## src/rtl/seq_multiplier_param.sv

```systemverilog
// Sequential shift-add multiplier retiring STEP multiplier bits per cycle, with
// signed/unsigned operands, a fixed-latency sign-fix stage and a ready/valid result.
module seq_multiplier_param #(
    parameter  int WIDTH = 8,
    parameter  int STEP  = 1,
    localparam int N     = WIDTH / STEP,
    localparam int CNT_W = $clog2(N + 1)
) (
    input  logic                 clk,
    input  logic                 rst,
    input  logic                 in_valid,
    input  logic [WIDTH-1:0]     a,
    input  logic [WIDTH-1:0]     b,
    input  logic                 signed_mode,
    output logic                 ri,
    output logic [2*WIDTH-1:0]   product,
    output logic                 out_valid,
    input  logic                 out_ready,
    output logic [1:0]           STATE,
    output logic [CNT_W-1:0]     cnt
);

    generate
        if (WIDTH < 4 || (WIDTH % 2) != 0) begin : g_bad_width
            $error("seq_multiplier_param: WIDTH must be even and >= 4");
        end
        if (!(STEP == 1 || STEP == 2 || STEP == 4) || (WIDTH % STEP) != 0) begin : g_bad_step
            $error("seq_multiplier_param: STEP must be 1, 2 or 4 and divide WIDTH");
        end
    endgenerate

    typedef enum logic [1:0] {
        S_IDLE    = 2'b00,
        S_COMPUTE = 2'b01,
        S_FIX     = 2'b10,
        S_DONE    = 2'b11
    } state_t;

    localparam logic [CNT_W-1:0] LAST_CNT = CNT_W'(N - 1);

    state_t               r_state;
    logic [2*WIDTH-1:0]   r_mcand_sh;
    logic [WIDTH-1:0]     r_mplier;
    logic [2*WIDTH-1:0]   r_acc;
    logic [2*WIDTH-1:0]   r_product;
    logic                 r_neg;
    logic                 r_out_valid;
    logic [CNT_W-1:0]     r_cnt;

    logic                 w_a_neg;
    logic                 w_b_neg;
    logic [WIDTH-1:0]     w_a_mag;
    logic [WIDTH-1:0]     w_b_mag;
    logic [2*WIDTH-1:0]   w_partial;
    logic                 w_last;

    // Magnitudes are taken as WIDTH-bit unsigned, so the most negative value maps cleanly.
    assign w_a_neg = signed_mode & a[WIDTH-1];
    assign w_b_neg = signed_mode & b[WIDTH-1];
    assign w_a_mag = w_a_neg ? (~a + WIDTH'(1)) : a;
    assign w_b_mag = w_b_neg ? (~b + WIDTH'(1)) : b;
    assign w_last  = (r_cnt == LAST_CNT);

    always_comb begin
        w_partial = '0;
        for (int i = 0; i < STEP; i++) begin
            if (r_mplier[i]) begin
                w_partial = w_partial + (r_mcand_sh << i);
            end
        end
    end

    // NOTE: all state below is updated with non-blocking assignments so every
    // register samples the pre-edge values of its neighbours.
    always_ff @(posedge clk) begin
        if (rst) begin
            r_state     <= S_IDLE;
            r_mcand_sh  <= '0;
            r_mplier    <= '0;
            r_acc       <= '0;
            r_product   <= '0;
            r_neg       <= 1'b0;
            r_out_valid <= 1'b0;
            r_cnt       <= '0;
        end else begin
            case (r_state)
                S_IDLE: begin
                    if (in_valid) begin
                        r_mcand_sh <= {{WIDTH{1'b0}}, w_a_mag};
                        r_mplier   <= w_b_mag;
                        r_neg      <= w_a_neg ^ w_b_neg;
                        r_acc      <= '0;
                        r_cnt      <= '0;
                        r_state    <= S_COMPUTE;
                    end
                end
                S_COMPUTE: begin
                    r_acc      <= r_acc + w_partial;
                    r_mcand_sh <= r_mcand_sh << STEP;
                    r_mplier   <= r_mplier >> STEP;
                    r_cnt      <= r_cnt + CNT_W'(1);
                    if (w_last) begin
                        r_state <= S_FIX;
                    end
                end
                S_FIX: begin
                    r_product   <= r_neg ? (~r_acc + (2*WIDTH)'(1)) : r_acc;
                    r_out_valid <= 1'b1;
                    r_state     <= S_DONE;
                end
                S_DONE: begin
                    if (out_ready) begin
                        r_out_valid <= 1'b0;
                        r_state     <= S_IDLE;
                    end
                end
                default: r_state <= S_IDLE;
            endcase
        end
    end

    assign ri        = (r_state == S_IDLE);
    assign product   = r_product;
    assign out_valid = r_out_valid;
    assign STATE     = r_state;
    assign cnt       = r_cnt;

endmodule

```

## config.mk

```make
export PLATFORM = sky130hd
export DESIGN_NAME = seq_multiplier_param
export DESIGN_NICKNAME = d
export VERILOG_FILES = /design/src/rtl/seq_multiplier_param.sv
export SDC_FILE = /design/constraint.sdc
export NUM_CORES = 1
export LEC_CHECK = 0
export ABC_CLOCK_PERIOD_IN_PS = 3100
export CORE_MARGIN = 2
export CORE_UTILIZATION = 30
export CTS_CLUSTER_SIZE = 12
export DETAILED_ROUTE_END_ITERATION = 7
export GPL_TIMING_DRIVEN = 0
export SYNTH_ARGS = -nofsm -noshare
export SYNTH_HDL_FRONTEND = slang
export SYNTH_SLANG_ARGS = --single-unit
```

## constraint.sdc

```tcl
create_clock -name clk -period 3.1 [get_ports clk]
set_input_delay 0.93 -clock clk [delete_from_list [all_inputs] [get_ports clk]]
set_output_delay 0.93 -clock clk [all_outputs]
set_load 0.01 [all_outputs]
```

# After elaboration in Yosys (flattened, before gate mapping)
# Cells that the tools add are included.
# classes
add_sub_neg,5
eq_ne,7
n_mux,18
n_bitwise,6
reduce_logical,7
# op_table
op,count
$mux W16,4
$pmux W16 S2,2
$mux W8,3
$add A16 B1 Y16 const B,1
$add A16 B16 Y16,1
$add A8 B1 Y8 const B,2
$not A16 Y16,1
$not A8 Y8,2
$pmux W8 S2,1
$pmux W2 S4,1
$pmux W4 S2,1
$mux W2,3
$ne A2 B2 Y1 const B,3
$reduce_and A2 Y1,3
$add A4 B1 Y4 const B,1
$eq A2 B2 Y1 const B,2
$eq A4 B3 Y1 const B,1
$mux W4,1
$reduce_bool A2 Y1,2
$reduce_and A3 Y1,1
$and A1 B1 Y1,2
$eq A2 B1 Y1 const B,1
$logic_not A2 Y1,1
$pmux W1 S2,1
other kinds (2),2
# word_totals
ff_bits,64
in_bits,21
out_inout_bits,24

# Longest topological paths before layout
# Gate-level depths: netlist of run 1.
# depth
depth_word,5
depth_mapped,10

# Worst setup path before layout of run 1
# No wires, ideal clock.
# synth_path
path_type,flip-flop to flip-flop
from,register r_mplier[0]
to,register r_acc[14]
arrival_time_ps,2304
slack_ps,678
path_stages_with_launch,9
n_path_buf,1
synth_period_minus_slack_ps,2422
path_cell_list,dfxtp_1 -> and2_1 -> ha_1 -> buf_6 -> a21o_1 -> a221o_1 -> a221o_1 -> or3_1 -> a32o_1
# synth_between
elab_chain_len,3
# synth_rtl
element,line,text
start: declaration,43,logic [WIDTH-1:0] r_mplier;
start signal: assignment,90,r_mplier <= w_b_mag;
start signal: assignment,100,r_mplier <= r_mplier >> STEP;
$mux W16,67,if (r_mplier[i]) begin
$add A16 B16 Y16,98,r_acc <= r_acc + w_partial;
$pmux W16 S2,86,case (r_state)
end signal: assignment,98,
end: declaration,44,logic [2*WIDTH-1:0] r_acc;
# No other way between the ends.
# A chain may end at the register's enable or synchronous reset.

# Worst setup path after layout of run 1
# Ends and elaborated chain as after synthesis.

==> results of run 1 <==
[cell families after synthesis]
group | count (synthesis) | synth area share [%]
flip-flops | 64 | 33.5
multiplexers | 8 | 2.16
AND/OR/NAND/NOR | 162 | 20.1
buffers and inverters | 39 | 4.02
AO/OA/AOI/OAI | 136 | 25.3
XOR/XNOR | 30 | 6.87
adder cells (fa/ha/maj) | 24 | 8.04
[final cells by class]
type                            instances  area [um2]
Sequential cell                        64        1280
Multi-Input combinational cell        360        2390
Tap cell                              172         215
Clock inverter                          6        92.6
Clock buffer                           10         239
Timing Repair Buffer                   44         440
Fill cell                            1321        7700
Inverter                               17        63.8
Buffer                                 22        91.3
[worst reg2reg max path, stage by stage, from the launching register on]
cell       delay (ps)
dfxtp_1           450
clkbuf_2          240
and2_1            150
ha_1              180
inv_1              60
fa_1              400
nor2b_1           170
o2111ai_1         280
a211oi_1          380
o21ai_0           120
a32o_1            270
[power breakdown]
group          internal (mW)  switching, mW
Sequential             0.967          0.108
Clock                  0.728          0.379
Combinational          0.454          0.696
Total                   2.15           1.18
[layout by cell type (no fill, tap or decap), drive strengths merged, types with 3 or more instances in the layout]
cell	Yosys	final
xor2	21	21
a311oi	3	3
o31ai	5	5
inv	17	17
a22oi	15	15
a31oi	3	3
a32o	5	5
o21a	5	5
a32oi	3	3
or3	10	10
xnor2	9	9
nor2	69	69
clkbuf	19	29
o21ai	21	21
dfxtp	64	64
a211oi	13	13
a222oi	10	10
o211ai	5	5
or4	3	3
nor3	9	9
buf	3	3
nor3b	4	4
clkdlybuf4s50	0	44
ha	23	23
and2	20	20
nand2b	3	3
nand3	8	8
a21o	7	7
nand2	26	26
a21oi	25	25
mux2i	6	6
[worst min path at each step]
stage                                to  slack, ps          start
after floorplan           r_mcand_sh[5]        440  r_mcand_sh[5]
after global placement    r_mcand_sh[5]        460  r_mcand_sh[5]
after detailed placement  r_mcand_sh[6]        470  r_mcand_sh[6]
after CTS                 r_mcand_sh[6]        480  r_mcand_sh[6]
after global routing         product[2]        500     product[2]
final                     r_mcand_sh[6]        480  r_mcand_sh[6]
[sequential cells by signal, summed over array words and instances (netlist names)]
signal	count
product	16
r_acc	16
r_mcand_sh	16
r_mplier	8
cnt	4
STATE	2
out_valid	1
r_neg	1
[per-stage QoR]
stage / instances / setup WS [ps]
floorplan: 463 / 678
global placement: 679 / 188
detailed placement: 679 / 192
CTS: 695 / 161
global route: 695 / 20.9
finish: 695 / 301
[layer usage]
metal	part of all wire, %	global-route usage, %	wire length, um	vias up
li1	-	-	-	1823
met1	47	21.2	4760	1664
met2	46	24.2	4740	110
met3	5.4	1.91	552	13
met4	1.6	5.18	167	0
met5	0	0	0	-
[timing repair]
action,in CTS,in global routing
resized for setup,0,2
endpoints found under the hold margin,0,0
setup endpoints to repair,0,2
==> flow_summary.ini, run 1 <==
[logic_synthesis]
synth_edf_count = 0
syn_nets = 508
netlist_area_um2 = 3830
ys_ff_latch = 64
synth_top_cells_by_area = dfxtp_1 (33%), ha_1 (7.5%), nor2_1 (6.8%)
yosys.area.top_type = dfxtp_1
syn_inst = 463
synth_common_cells = nor2_1 (69), dfxtp_1 (64), nand2_1 (26)
netlist-cell-type-count = 54
ys_seq_area_share_pct = 33.5
ys.flop_type = dfxtp_1
syn_area_per_cell_um2 = 8.27
synthArstFlopShare_pct = 0
yosysMostFrequentCell = nor2_1
synth_top_cell_area_share_pct = 33.5
yosys_warnings = 0

[sta]
slew_headroom_pct = 46.7
rsz0062_at_grt = no
fmax_mhz = 357
fin_setup_tns_ps = 0
drv_slew = 0
worstMarginPinSlew_ps = 794
period_share_pct = 90.3
clock_skew_ps = 7.79
timing.hold.ws_ps = 479
hold_viol_final = 0
layout_min_cycle_time_ps = 2800
setup_viol_count_final = 0

[clock_network]
cts_buffers = 9
cts_tree = yes
clk_latency_ps = 320
cts-htree-levels = 3
ctsHoldBuffers = 0
clk_path_buf_depth = 2
cts-root-buf = clkbuf_16
clk_pin_slew_ps = 60
cts_sinks = 64
cts_setup_buffers = 0

[detailed_routing]
first_pass_iters = 5
wl_mm = 10.2
final_antenna_net_count = 0
first_iter_violations = 266
wire_per_inst_um = 14.7
route.detailed.drc = 0
num_vias = 3610
via_per_inst = 5.19

[setup_path]
end_kind = register
crit_chain = clkbuf_2 -> and2_1 -> ha_1 -> inv_1 -> fa_1 -> nor2b_1 -> o2111ai_1 -> a211oi_1 -> o21ai_0 -> a32o_1
worst_setup_path_start_kind = register
regToRegSetupSlack_ps = 300
timing.rr.end = r_acc[14]
crit_slowest_cell = dfxtp_1
required_ps = 3310
arrival_ps = 3010
worst-path-buf-inv = 2
ff2ff_path_depth = 10
crit_fanout = 10
worstSetupEndpoint = r_acc[14]
critical_path.reg2reg.startpoint = r_mplier[0]
critical_path.max_stage_delay_ps = 450
path_delay_family = compound AO/OA/AOI/OAI gates
crit_type = reg -> reg
startpoint = r_mplier[0]
cp.depth = 10

[min_path]
whs_path_depth = 2
holdCritPathClass = reg -> reg

[placement]
portBuffers = 44
dpl_cell_area_um2 = 4480
gp_congestion = 0.899
hpwl_mm = 7.91

[global_routing]
grt_max_degree = 13
grtUsageTotal_pct = 15.2
overflow = 0
first_global_vias = 3203
grt_pass1_wl_mm = 16.2
antenna_found_initial = 0

[die]
die_h_um = 117
coreArea_um2 = 12500
die_w_um = 117
rows = 41
start_util_pct = 30.6
die_area_um2 = 13700
io_pins = 45

[cells_and_area]
syn_to_final_growth_pct = 25.8
final_area_um2 = 4820
drive_gt1_share_pct = 4.40
diodes = 0
utilization_pct = 38.5
final_nets = 563

[outcome]
status = completed

[power_and_ir_drop]
peakVddDrop_uv = 307
total_power_mw = 3.33
power_density_nw_per_um2 = 692
cellLeakagePower_nw = 1.85

[run]
cap_violations = 0
Power figures use the tool's default switching activity.
==> run 2, diff against run 1 <==
--- a/config.mk
+++ b/config.mk
@@ -5,7 +5,7 @@
 export SDC_FILE = /design/constraint.sdc
 export NUM_CORES = 1
 export LEC_CHECK = 0
-export ABC_CLOCK_PERIOD_IN_PS = 3100
+export ABC_CLOCK_PERIOD_IN_PS = 2600
 export CORE_MARGIN = 2
 export CORE_UTILIZATION = 30
 export CTS_CLUSTER_SIZE = 12
==> constraint.sdc (replaced) <==
create_clock -name clk -period 2.6 [get_ports clk]
set_input_delay 0.78 -clock clk [delete_from_list [all_inputs] [get_ports clk]]
set_output_delay 0.78 -clock clk [all_outputs]
set_load 0.01 [all_outputs]
==> run 2 against run 1 <==
  * Combinational power up 22%
  * Die area unchanged
  * Clock power up 19%
==> flow_summary.ini, run 2 (synthesis results as in run 1) <==
[detailed_routing]
num_vias = 3622
via_per_inst = 5.19
first_iter_violations = 285
wire_per_inst_um = 14.8
first_pass_iters = 6
route.detailed.drc = 0
final_antenna_net_count = 0
wl_mm = 10.3

[power_and_ir_drop]
cellLeakagePower_nw = 1.87
power_density_nw_per_um2 = 821
peakVddDrop_uv = 359

[clock_network]
cts_tree = yes
cts-htree-levels = 3
cts_sinks = 64
ctsHoldBuffers = 0
cts_buffers = 9
clk_pin_slew_ps = 60
clk_latency_ps = 330
clk_path_buf_depth = 2
cts-root-buf = clkbuf_16

[setup_path]
crit_fanout = 9
critical_path.max_stage_delay_ps = 370
crit_type = reg -> reg
arrival_ps = 2780
ff2ff_path_depth = 8
crit_chain = and2_1 -> ha_1 -> buf_6 -> a21o_1 -> a221o_1 -> a221o_1 -> or3_1 -> a32o_1
required_ps = 2820
crit_top_cell = a221o_1
end_kind = register
worst_setup_path_start_kind = register
crit_slowest_cell = dfxtp_4

[die]
rows = 41
die_h_um = 117
die_w_um = 117
coreArea_um2 = 12500
die_area_um2 = 13700
start_util_pct = 30.6
io_pins = 45

[min_path]
whs_path_depth = 2
holdCritPathClass = reg -> reg

[global_routing]
first_global_vias = 3214
grtUsageTotal_pct = 15.2
antenna_found_initial = 0
grt_pass1_wl_mm = 16.3
overflow = 0
grt_max_degree = 13

[sta]
fmax_mhz = 390
hold_viol_final = 0
layout_min_cycle_time_ps = 2560
clock_skew_ps = 7.80
period_share_pct = 98.6
setup_viol_count_final = 0
slew_headroom_pct = 54.5
worst_slack_ps = 35.1
drv_slew = 0
fin_setup_tns_ps = 0
rsz0062_at_grt = yes
worstMarginPinSlew_ps = 683

[cells_and_area]
nFillCells = 1317
multi_input_area_um2 = 2420
syn_to_final_growth_pct = 27.5
mostFrequentLayoutCells = nor2_1 (69), dfxtp_1 (63), clkdlybuf4s50_1 (44), nand2_1 (26), a21oi_1 (24)
drive_gt1_share_pct = 6.27
final_nets = 566
diodes = 0
final_common_cell = nor2_1
register_area_um2 = 1280

[placement]
pre_cts_ws_ps = -308
gp_congestion = 0.899
hpwl_mm = 7.91
portBuffers = 44

[outcome]
status = completed

[run]
cap_violations = 0
## run 2: cell types whose count changed in the layout (fill, tap and decap cells not counted)
cell,previous run,this run
dfxtp_1,64,63
o21ai_1,1,0
o2111ai_4,0,1
o21ai_2,0,1
a21oi_2,0,1
nor2b_1,2,1
o2111ai_1,1,0
nor2b_2,0,1
buf_4,0,4
a211oi_1,13,12
a211oi_2,0,1
a21oi_1,25,24
dfxtp_4,0,1
clkbuf_1,18,17
## run 2: layout make-up
cell class,count,share of cell area (%)
tap,172,4.41
sequential,64,26.3
clock buffer,10,4.90
inverter,17,1.31
clock inverter,6,1.90
buffer,22,1.95
timing repair buffer,47,9.49
multi-input combinational,360,49.7
## run 2: repair_timing
item	in CTS	in global routing
gates resized for setup	8	5
setup endpoints to repair	9	8
hold endpoints to repair	0	0
buffers inserted	2	1
pin swaps	2	2
## run 2: worst paths after layout
path               start    endpoint  slack [ps]
min           product[4]  product[4]         480
min reg2reg   product[4]  product[4]         480
max          r_mplier[0]   r_acc[14]          40
max reg2reg  r_mplier[0]   r_acc[14]          40
## run 2: layer usage
layer	global-route usage (%)	routed length [um]	part of all wire, %	vias to the layer above
met1	21.2	4900	47	1668
met4	5.18	170	1.6	0
met2	24.4	4730	46	106
met3	1.91	523	5.1	12
met5	0	0	0	-
li1	-	-	-	1836
## run 2: critical path, delay by kind of cell (launching register included)
family / cells / cell delay (ps)
buf+inv: 1 / 140
simple gates: 2 / 510
compound gates: 4 / 1160
flops: 1 / 370
fa+ha+maj: 1 / 280
## run 2: per-stage QoR
step / hold WS [ps] / util, % / cells / area [um2] / power (mW)
6_report: 479 / 39.0 / 698 / 4880 / 4.01
5_1_grt: 501 / 39.0 / 698 / 4880 / 4.25
2_1_floorplan: 435 / - / 463 / 3830 / 2.13
3_5_place_dp: 472 / 35.8 / 679 / 4480 / 2.67
3_3_place_gp: 459 / 35.8 / 679 / 4480 / 2.65
4_1_cts: 481 / 38.8 / 697 / 4860 / 4.02
## run 2: where the power goes
group	internal [mW]	switching, mW
Clock	0.868	0.456
Combinational	0.551	0.845
Sequential	1.16	0.128
==> run 3, diff against run 2 <==
--- a/config.mk
+++ b/config.mk
@@ -8,7 +8,8 @@
 export ABC_CLOCK_PERIOD_IN_PS = 2600
 export CORE_MARGIN = 2
 export CORE_UTILIZATION = 30
-export CTS_CLUSTER_SIZE = 12
+export CTS_CLUSTER_DIAMETER = 150
+export CTS_CLUSTER_SIZE = 14
 export DETAILED_ROUTE_END_ITERATION = 7
 export GPL_TIMING_DRIVEN = 0
 export SYNTH_ARGS = -nofsm -noshare
==> results of run 3 <==
Final layout, timing and power as in run 2 (identical DEF).
